<file path="config.mk">
export PLATFORM = sky130hd
export DESIGN_NAME = sll_32_mc
export DESIGN_NICKNAME = d
export VERILOG_FILES = /design/src/rtl/sll_32_mc_pkg.sv /design/src/rtl/sll_var_stage.sv /design/src/rtl/sll_32_mc.sv
export SDC_FILE = /design/constraint.sdc
export NUM_CORES = 1
export LEC_CHECK = 0
export CORE_MARGIN = 2
export CORE_UTILIZATION = 25
export CTS_CLUSTER_DIAMETER = 60
export DETAILED_ROUTE_END_ITERATION = 6
export PLACE_DENSITY = 0.45
export SYNTH_ARGS = -nofsm -noshare
export SYNTH_HDL_FRONTEND = slang
export SYNTH_SLANG_ARGS = --single-unit
</file>
<file path="constraint.sdc">
create_clock -name clock -period 5.98 [get_ports clock]
set_clock_uncertainty 0.15 [all_clocks]
set_input_delay 0.598 -clock clock [delete_from_list [all_inputs] [get_ports clock]]
set_output_delay 0.598 -clock clock [all_outputs]
set_load 0.01 [all_outputs]
</file>
<file path="src/rtl/sll_32_mc_pkg.sv">
// Shared definitions for the multi-cycle shift units: word width, stage
// count and the state encoding used by the shifter FSMs.
package sll_32_mc_pkg;

    localparam int WORD_W       = 32;
    localparam int SHIFT_STAGES = 5;
    localparam int STAGE_W      = 3;
    localparam int AMT_W        = 5;

    // IDLE waits for work, SHIFT walks the amount bits, DONE presents the
    // finished result for one cycle while already accepting the next request.
    typedef enum logic [1:0] {
        IDLE  = 2'b00,
        SHIFT = 2'b01,
        DONE  = 2'b10
    } state_e;

endpackage

</file>
<file path="src/rtl/sll_var_stage.sv">
// One variable-distance left shift step. Stage 0 shifts by 16, stage 1 by 8,
// down to stage 4 shifting by 1, so walking the stages MSB first rebuilds
// any 0-31 shift from the bits of the amount.
module sll_var_stage
    import sll_32_mc_pkg::*;
(
    input  logic [WORD_W-1:0]  value_i,
    input  logic [STAGE_W-1:0] stage_i,
    input  logic               en_i,
    output logic [WORD_W-1:0]  value_o
);

    localparam logic [AMT_W-1:0] FIRST_SHIFT = 5'd16;

    logic [AMT_W-1:0] shamt;

    // The distance halves with each stage; vacated bits fill with zero and
    // anything pushed past the top bit simply falls off.
    always_comb begin
        shamt   = FIRST_SHIFT >> stage_i;
        value_o = value_i;
        if (en_i) begin
            value_o = value_i << shamt;
        end
    end

endmodule

</file>
<file path="src/rtl/sll_32_mc.sv">
// Multi-cycle 32-bit logical left shifter. One amount bit is resolved per
// clock, MSB first, giving a fixed five-edge latency from accept to result
// that the pipeline stall logic relies on.
module sll_32_mc
    import sll_32_mc_pkg::*;
(
    input  logic                clock,
    input  logic                reset,
    input  logic                start,
    input  logic [AMT_W-1:0]    shift_amt,
    input  logic [WORD_W-1:0]   in,
    output logic [WORD_W-1:0]   out,
    output logic                ready,
    output logic                done
);

    localparam logic [STAGE_W-1:0] LAST_STAGE = 3'(SHIFT_STAGES - 1);

    state_e              state_q;
    logic [STAGE_W-1:0]  stage_q;
    logic [WORD_W-1:0]   work_q;
    logic [AMT_W-1:0]    amt_q;
    logic [WORD_W-1:0]   out_q;
    logic                done_q;

    logic [STAGE_W-1:0]  bitIdx;
    logic                stageEn;
    logic [WORD_W-1:0]   work_d;

    // Stage k consumes amount bit 4-k, so the largest distance goes first.
    always_comb begin
        bitIdx  = 3'd4 - stage_q;
        stageEn = amt_q[bitIdx];
    end

    sll_var_stage u_stage (
        .value_i (work_q),
        .stage_i (stage_q),
        .en_i    (stageEn),
        .value_o (work_d)
    );

    // Control FSM plus datapath registers. The result register only moves on
    // the completing edge so partial shifts never show on the output, and
    // done defaults low so it is a single-cycle pulse. Requests arriving
    // during SHIFT are dropped, not queued.
    always_ff @(posedge clock) begin
        if (reset) begin
            state_q <= IDLE;
            stage_q <= '0;
            work_q  <= '0;
            amt_q   <= '0;
            out_q   <= '0;
            done_q  <= 1'b0;
        end else begin
            done_q <= 1'b0;
            case (state_q)
                IDLE, DONE: begin
                    if (start) begin
                        work_q  <= in;
                        amt_q   <= shift_amt;
                        stage_q <= '0;
                        state_q <= SHIFT;
                    end else begin
                        state_q <= IDLE;
                    end
                end
                SHIFT: begin
                    work_q <= work_d;
                    if (stage_q == LAST_STAGE) begin
                        out_q   <= work_d;
                        done_q  <= 1'b1;
                        stage_q <= '0;
                        state_q <= DONE;
                    end else begin
                        stage_q <= stage_q + 3'd1;
                    end
                end
                default: begin
                    state_q <= IDLE;
                end
            endcase
        end
    end

    // Ready is purely a view of the state: only SHIFT blocks new requests.
    always_comb begin
        ready = (state_q != SHIFT);
        out   = out_q;
        done  = done_q;
    end

endmodule

</file>
==> flow_summary.toml, run 1 <==
[cts]
root_buffer = "clkbuf_16"
cts_hold_buf = 0
cts_tree = "done"
ctsResizeCount = 0
postCtsSetupRepairBufs = 0
clk_latency_ps = 350
htreeDepth = 3
max-clock-path-buffers = 2
cts.sinks = 75
cts.clk_slew.worst_paths_ps = 60
numCtsBuffers = 9

[die]
ioPinCount = 74
row_count = 51
dieArea_sq_um = 21000
core-area_sq_um = 19500
die_width_um = 145
die-height_um = 145
start_util_pct = 25.5

[worst_setup_path]
critPathKind = "reg -> reg"
slowest_delay_ps = 950
crit_chain = "inv_1 -> ha_1 -> ha_2 -> mux2_2 -> mux4_2 -> and3_1 -> or4_1 -> o211ai_1 -> a21oi_1"
r2r-end = "work_q[20]"
end_kind = "flop"
r2r_setup_slack_ps = 2010
worstPathMaxFanout = 39
r2r_start = "stage_q[0]"
worstPathArrival_ps = 4000
start_kind = "flop"
rr_worst_depth = 9
cp_top_family = "adder cells"
critPathBufInv = 1
required_ps = 6010
cpMaxStageDelayCell = "ha_2"

[min_path]
hold_path_class = "reg -> reg"
whs_endpoint = "amt_q[1]"
hp-start = "amt_q[1]"
min_path_cells = 2

[yosys]
async_flop_share_pct = 0
synth-compound-area-share_pct = 27.9
yosys_register_bits = 75
synth_nets = 650
seq_area_frac_synth_pct = 30.3
synth_cell_type_count = 59
synth_top_family_by_area = "compound AO/OA/AOI/OAI gates"
synthMuxAreaShare_pct = 16.4
netlist_area_sq_um = 4950
synth.avg_cell_area_sq_um = 8.23
synth-edff-count = 0
synth-simple-area-share_pct = 18.0
synth_top_flop_cell = "dfxtp_1"
yosys.area_share.xor_xnor_pct = 0
synthAdderAreaFrac_pct = 2.02
yosysWarnings = 0
synthCells = 602

[route]
drt-wirelength-per-cell_um = 24.1
vias = 5233
vias_per_cell = 5.72
postRouteAntennaNets = 0
routed_wl_um = 22100
drc = 0
detail_route.iter0.violations = 508
dr.pass1.iters = 5

[pwr]
power_frac_seq_pct = 38.8
clock_power_share_pct = 40.7
p_leak_uw = 0.00207
swShare_pct = 31.1
combPwrFrac_pct = 20.5
power.switching_uw = 440
p_per_area_nw_per_um2 = 229
p_int_uw = 976
peakVddDrop_mv = 0.128

[timing]
period_needed_ps = 3970
hold_violations = 0
fin_ws_ps = 2010
setup_violations = 0
slew_violations = 0
rsz0062_at_grt = "no"
fin_tns_setup_ps = 0
fmax_ghz = 0.252
fin_crit_sh_pct = 66.4
slew_headroom_pct = 27.1
worst_slew_pin_slew_ps = 1090

[global_routing]
grt_use_total_pct = 21.3
overflow = 0
grt_max_degree = 50
grt_pass1_wl_um = 32500
antenna_found_initial = 0
grt_pass1_vias = 5033

[finish]
seq_area_sq_um = 1500
instances_no_fill = 915
antenna_cells = 0
fillCellCount = 2112
layout-drive-gt1-share_pct = 10.3
final_common_cell = "dfxtp_1"
nets = 693
multi_input_area_sq_um = 3200
syn2layout_area_growth_pct = 25.0
final_cell_mix = "75 x dfxtp_1, 72 x clkdlybuf4s50_1, 61 x nand2_1"

[place]
place_ws_ps = 2070
hpwl_um = 15500
routabilityCongestion = 0.906
dpl.cell_count = 899
portBuffers = 73

[status]
status = "completed"

[run]
drv_cap = 0
## how the worst max path moves through the flow
stage / from / endpoint / depth (start not counted)
after floorplan: stage_q[0] / work_q[20] / 10
after global placement: stage_q[0] / out[20] / 9
after detailed placement: stage_q[0] / work_q[20] / 9
after CTS: stage_q[0] / work_q[20] / 9
after global routing: stage_q[0] / work_q[20] / 9
final: stage_q[0] / work_q[20] / 9
## cells by family (layout without fill, tap and decap cells)
kind of cell | count (synthesis) | count (layout)
AOI/OAI and AO/OA | 206 | 206
adders and majority gates | 8 | 8
buffers and inverters | 61 | 109
DFF | 75 | 75
muxes | 61 | 61
and+or+nand+nor | 191 | 191
## flip-flops by register name (all words and copies together), names as in the netlist
register,cells
state_q,2
work_q,32
out,32
done,1
stage_q,3
amt_q,5
## worst register-to-register path, cell delays in order (launching register included)
cell      delay, ps
dfxtp_1         370
inv_1           130
ha_1            260
ha_2            950
mux2_2          470
mux4_2          500
and3_1          200
or4_1           550
o211ai_1        140
a21oi_1          90
## power groups by stage
stage | clock [uW] | sequential (uW) | combinational, uW
after CTS | 594 | 547 | 287
after floorplan | 0 | 544 | 178
after global placement | 0 | 558 | 285
final | 576 | 549 | 290
after detailed placement | 0 | 558 | 285
after global routing | 612 | 550 | 311
## cell usage after synthesis (13+ instances only)
| cell | count | area [sq um] |
|---|---|---|
| o21ai_0 | 32 | 160 |
| mux2_2 | 16 | 180 |
| nor2_1 | 49 | 184 |
| dfxtp_1 | 75 | 1500 |
| a211oi_1 | 13 | 97.6 |
| mux2i_1 | 27 | 270 |
| mux4_2 | 13 | 293 |
| nand2_1 | 61 | 229 |
| a21oi_1 | 48 | 240 |
| nor3_1 | 14 | 70.1 |
| a22oi_1 | 28 | 210 |
| nand3_1 | 23 | 115 |
| a31oi_1 | 15 | 93.8 |
| a221oi_1 | 17 | 149 |
| clkbuf_1 | 35 | 131 |
## through the flow
stage	util [%]	hold WS, ps	instance area, sq um	total power (uW)
2_1_floorplan	-	286	4950	722
3_3_place_gp	30.2	299	5880	844
3_5_place_dp	30.2	301	5880	843
4_1_cts	31.8	308	6190	1430
5_1_grt	31.8	331	6190	1470
6_report	31.8	308	6190	1420
## area by class of cell
cell class,instances,area share [%]
tap,265,5.35
timing repair buffer,86,13.3
clock inverter,5,0.970
clock buffer,11,4.08
sequential,75,24.2
inverter,7,0.424
multi-input combinational,466,51.6
## metal layers
metal  track usage [%]  share of wire (%)  vias to the layer above
met4              7.00                2.4                        0
met2              31.7                 43                      220
li1                  -                  -                     2389
met5                 0                  0                        -
met3              6.05                7.8                       32
met1              29.6                 46                     2592
No activity file was read; power rests on OpenSTA's default activity.
==> inputs of run 2 (changes only) <==
==> constraint.sdc (replaced) <==
create_clock -name clock -period 3.75 [get_ports clock]
set_clock_uncertainty 0.15 [all_clocks]
set_input_delay 0.375 -clock clock [delete_from_list [all_inputs] [get_ports clock]]
set_output_delay 0.375 -clock clock [all_outputs]
set_load 0.01 [all_outputs]
==> run 2 against run 1 <==
Via count rose by 2.5%. Design area rose by 4.1%. Setup slack got worse by 1800 ps. First-iteration DRC count rose by 0.20%. Global-route usage rose by 1.0 points.
==> flow_summary.toml, run 2 (same netlist as run 1, synthesis figures left out) <==
[cts]
max-clock-path-buffers = 2
numCtsBuffers = 9
cts_tree = "done"
clk_latency_ps = 350
ctsResizeCount = 0
cts_hold_buf = 0
htreeDepth = 3
postCtsSetupRepairBufs = 0
cts.sinks = 75
root_buffer = "clkbuf_16"
cts.clk_slew.worst_paths_ps = 60

[timing]
slew_headroom_pct = 46.8
worst_slew_pin_slew_ps = 794
hold_violations = 0
fmax_ghz = 0.286
rsz0062_at_grt = "no"
fin_tns_setup_ps = 0
fin_crit_sh_pct = 93.2
period_needed_ps = 3500
slew_violations = 0
setup_violations = 0

[finish]
layout-drive-gt1-share_pct = 14.0
antenna_cells = 0
utilization_pct = 33.1
final_cell_mix = "75 x dfxtp_1, 72 x clkdlybuf4s50_1, 61 x nand2_1"
final_common_cell = "dfxtp_1"
syn2layout_area_growth_pct = 30.1
design_area_sq_um = 6440
nets = 723

[die]
dieArea_sq_um = 21000
ioPinCount = 74
start_util_pct = 25.5
die-height_um = 145
row_count = 51
die_width_um = 145
core-area_sq_um = 19500

[pwr]
p_leak_uw = 0.00221
p_per_area_nw_per_um2 = 361
peakVddDrop_mv = 0.209

[worst_setup_path]
worstPathMaxFanout = 16
endpoint = "work_q[30]"
r2r-end = "work_q[30]"
r2r_setup_slack_ps = 250
rr_worst_depth = 10
crit_chain = "inv_1 -> ha_1 -> ha_2 -> buf_4 -> mux2i_1 -> mux2_2 -> o221a_2 -> a21oi_1 -> a21boi_0 -> a221oi_1"
cpMaxStageDelayCell = "ha_2"
start_kind = "flop"
worstPathArrival_ps = 3600
slowest_delay_ps = 550
required_ps = 3850
r2r_start = "stage_q[0]"
crit_path_start = "stage_q[0]"
critPathKind = "reg -> reg"
end_kind = "flop"

[global_routing]
grt_max_degree = 49
grt_use_total_pct = 22.3
grt_pass1_vias = 5250
grt_pass1_wl_um = 33700
overflow = 0
antenna_found_initial = 1

[place]
portBuffers = 73
hpwl_um = 17500
routabilityCongestion = 0.963
dpl-instance-area_sq_um = 6130

[status]
status = "completed"

[route]
detail_route.iter0.violations = 509
drc = 0
drt-wirelength-per-cell_um = 24.5
dr.pass1.iters = 5
vias = 5366
vias_per_cell = 5.68
routed_wl_um = 23100
postRouteAntennaNets = 0

[min_path]
hold_path_class = "reg -> reg"

[run]
drv_cap = 0
==> run 2: changes by cell type in the layout (fill, tap and decap cells not counted), sizes merged <==
cell,change
buf,+30
clkinv,-1
bufinv,+1
clkinvlp,+1
clkbuf,-1
==> run 2: how the worst min path moves through the flow <==
stage / from / endpoint / slack, ps / cells past startpoint
3_3_place_gp: amt_q[1] / amt_q[1] / 300 / 2
4_1_cts: amt_q[3] / amt_q[3] / 310 / 2
3_5_place_dp: amt_q[3] / amt_q[3] / 300 / 2
5_1_grt: amt_q[2] / amt_q[2] / 330 / 2
6_report: amt_q[2] / amt_q[2] / 310 / 2
2_1_floorplan: amt_q[0] / amt_q[0] / 290 / 2
==> run 2: layout make-up <==
type / count / area [sq um]
multi-input cells: 466 / 3190
repair buffers: 116 / 1070
clock buffers: 10 / 229
inverters: 7 / 26.3
clock inverters: 6 / 88.8
fillers: 2057 / 13000
well taps: 265 / 332
flip-flops and latches: 75 / 1500
==> run 2: per-layer routing <==
layer | wire, um | track usage [%] | up-vias
li1 | - | - | 2449
met5 | 0 | 0 | -
met4 | 586 | 7.56 | 0
met3 | 1820 | 5.92 | 29
met2 | 10400 | 34.7 | 231
met1 | 10300 | 29.9 | 2657
==> run 2: report_power, final <==
| part | leakage (uW) | total, uW | switching (uW) | internal, uW |
|---|---|---|---|---|
| sequential | 0.000610 | 877 | 50.0 | 827 |
| combinational | 0.00145 | 494 | 295 | 199 |
| clock | 0.000149 | 958 | 374 | 584 |
| total | 0.00221 | 2330 | 719 | 1610 |
==> run 2: worst max-delay path: cells and delay by family (launching register included) <==
kind | cells | cell delay [ps]
buffers and inverters | 2 | 350
adder cells (fa/ha/maj) | 2 | 790
multiplexers | 2 | 510
AO/OA/AOI/OAI | 4 | 1220
flip-flops | 1 | 360
==> run 2: metrics by stage <==
stage | total power (uW) | hold WS, ps | instances | worst slack [ps]
floorplan | 1150 | 286 | 602 | 789
global placement | 1380 | 297 | 929 | 319
detailed placement | 1380 | 303 | 929 | 334
CTS | 2340 | 312 | 945 | 285
global route | 2410 | 334 | 945 | 75.0
finish | 2330 | 308 | 945 | 254
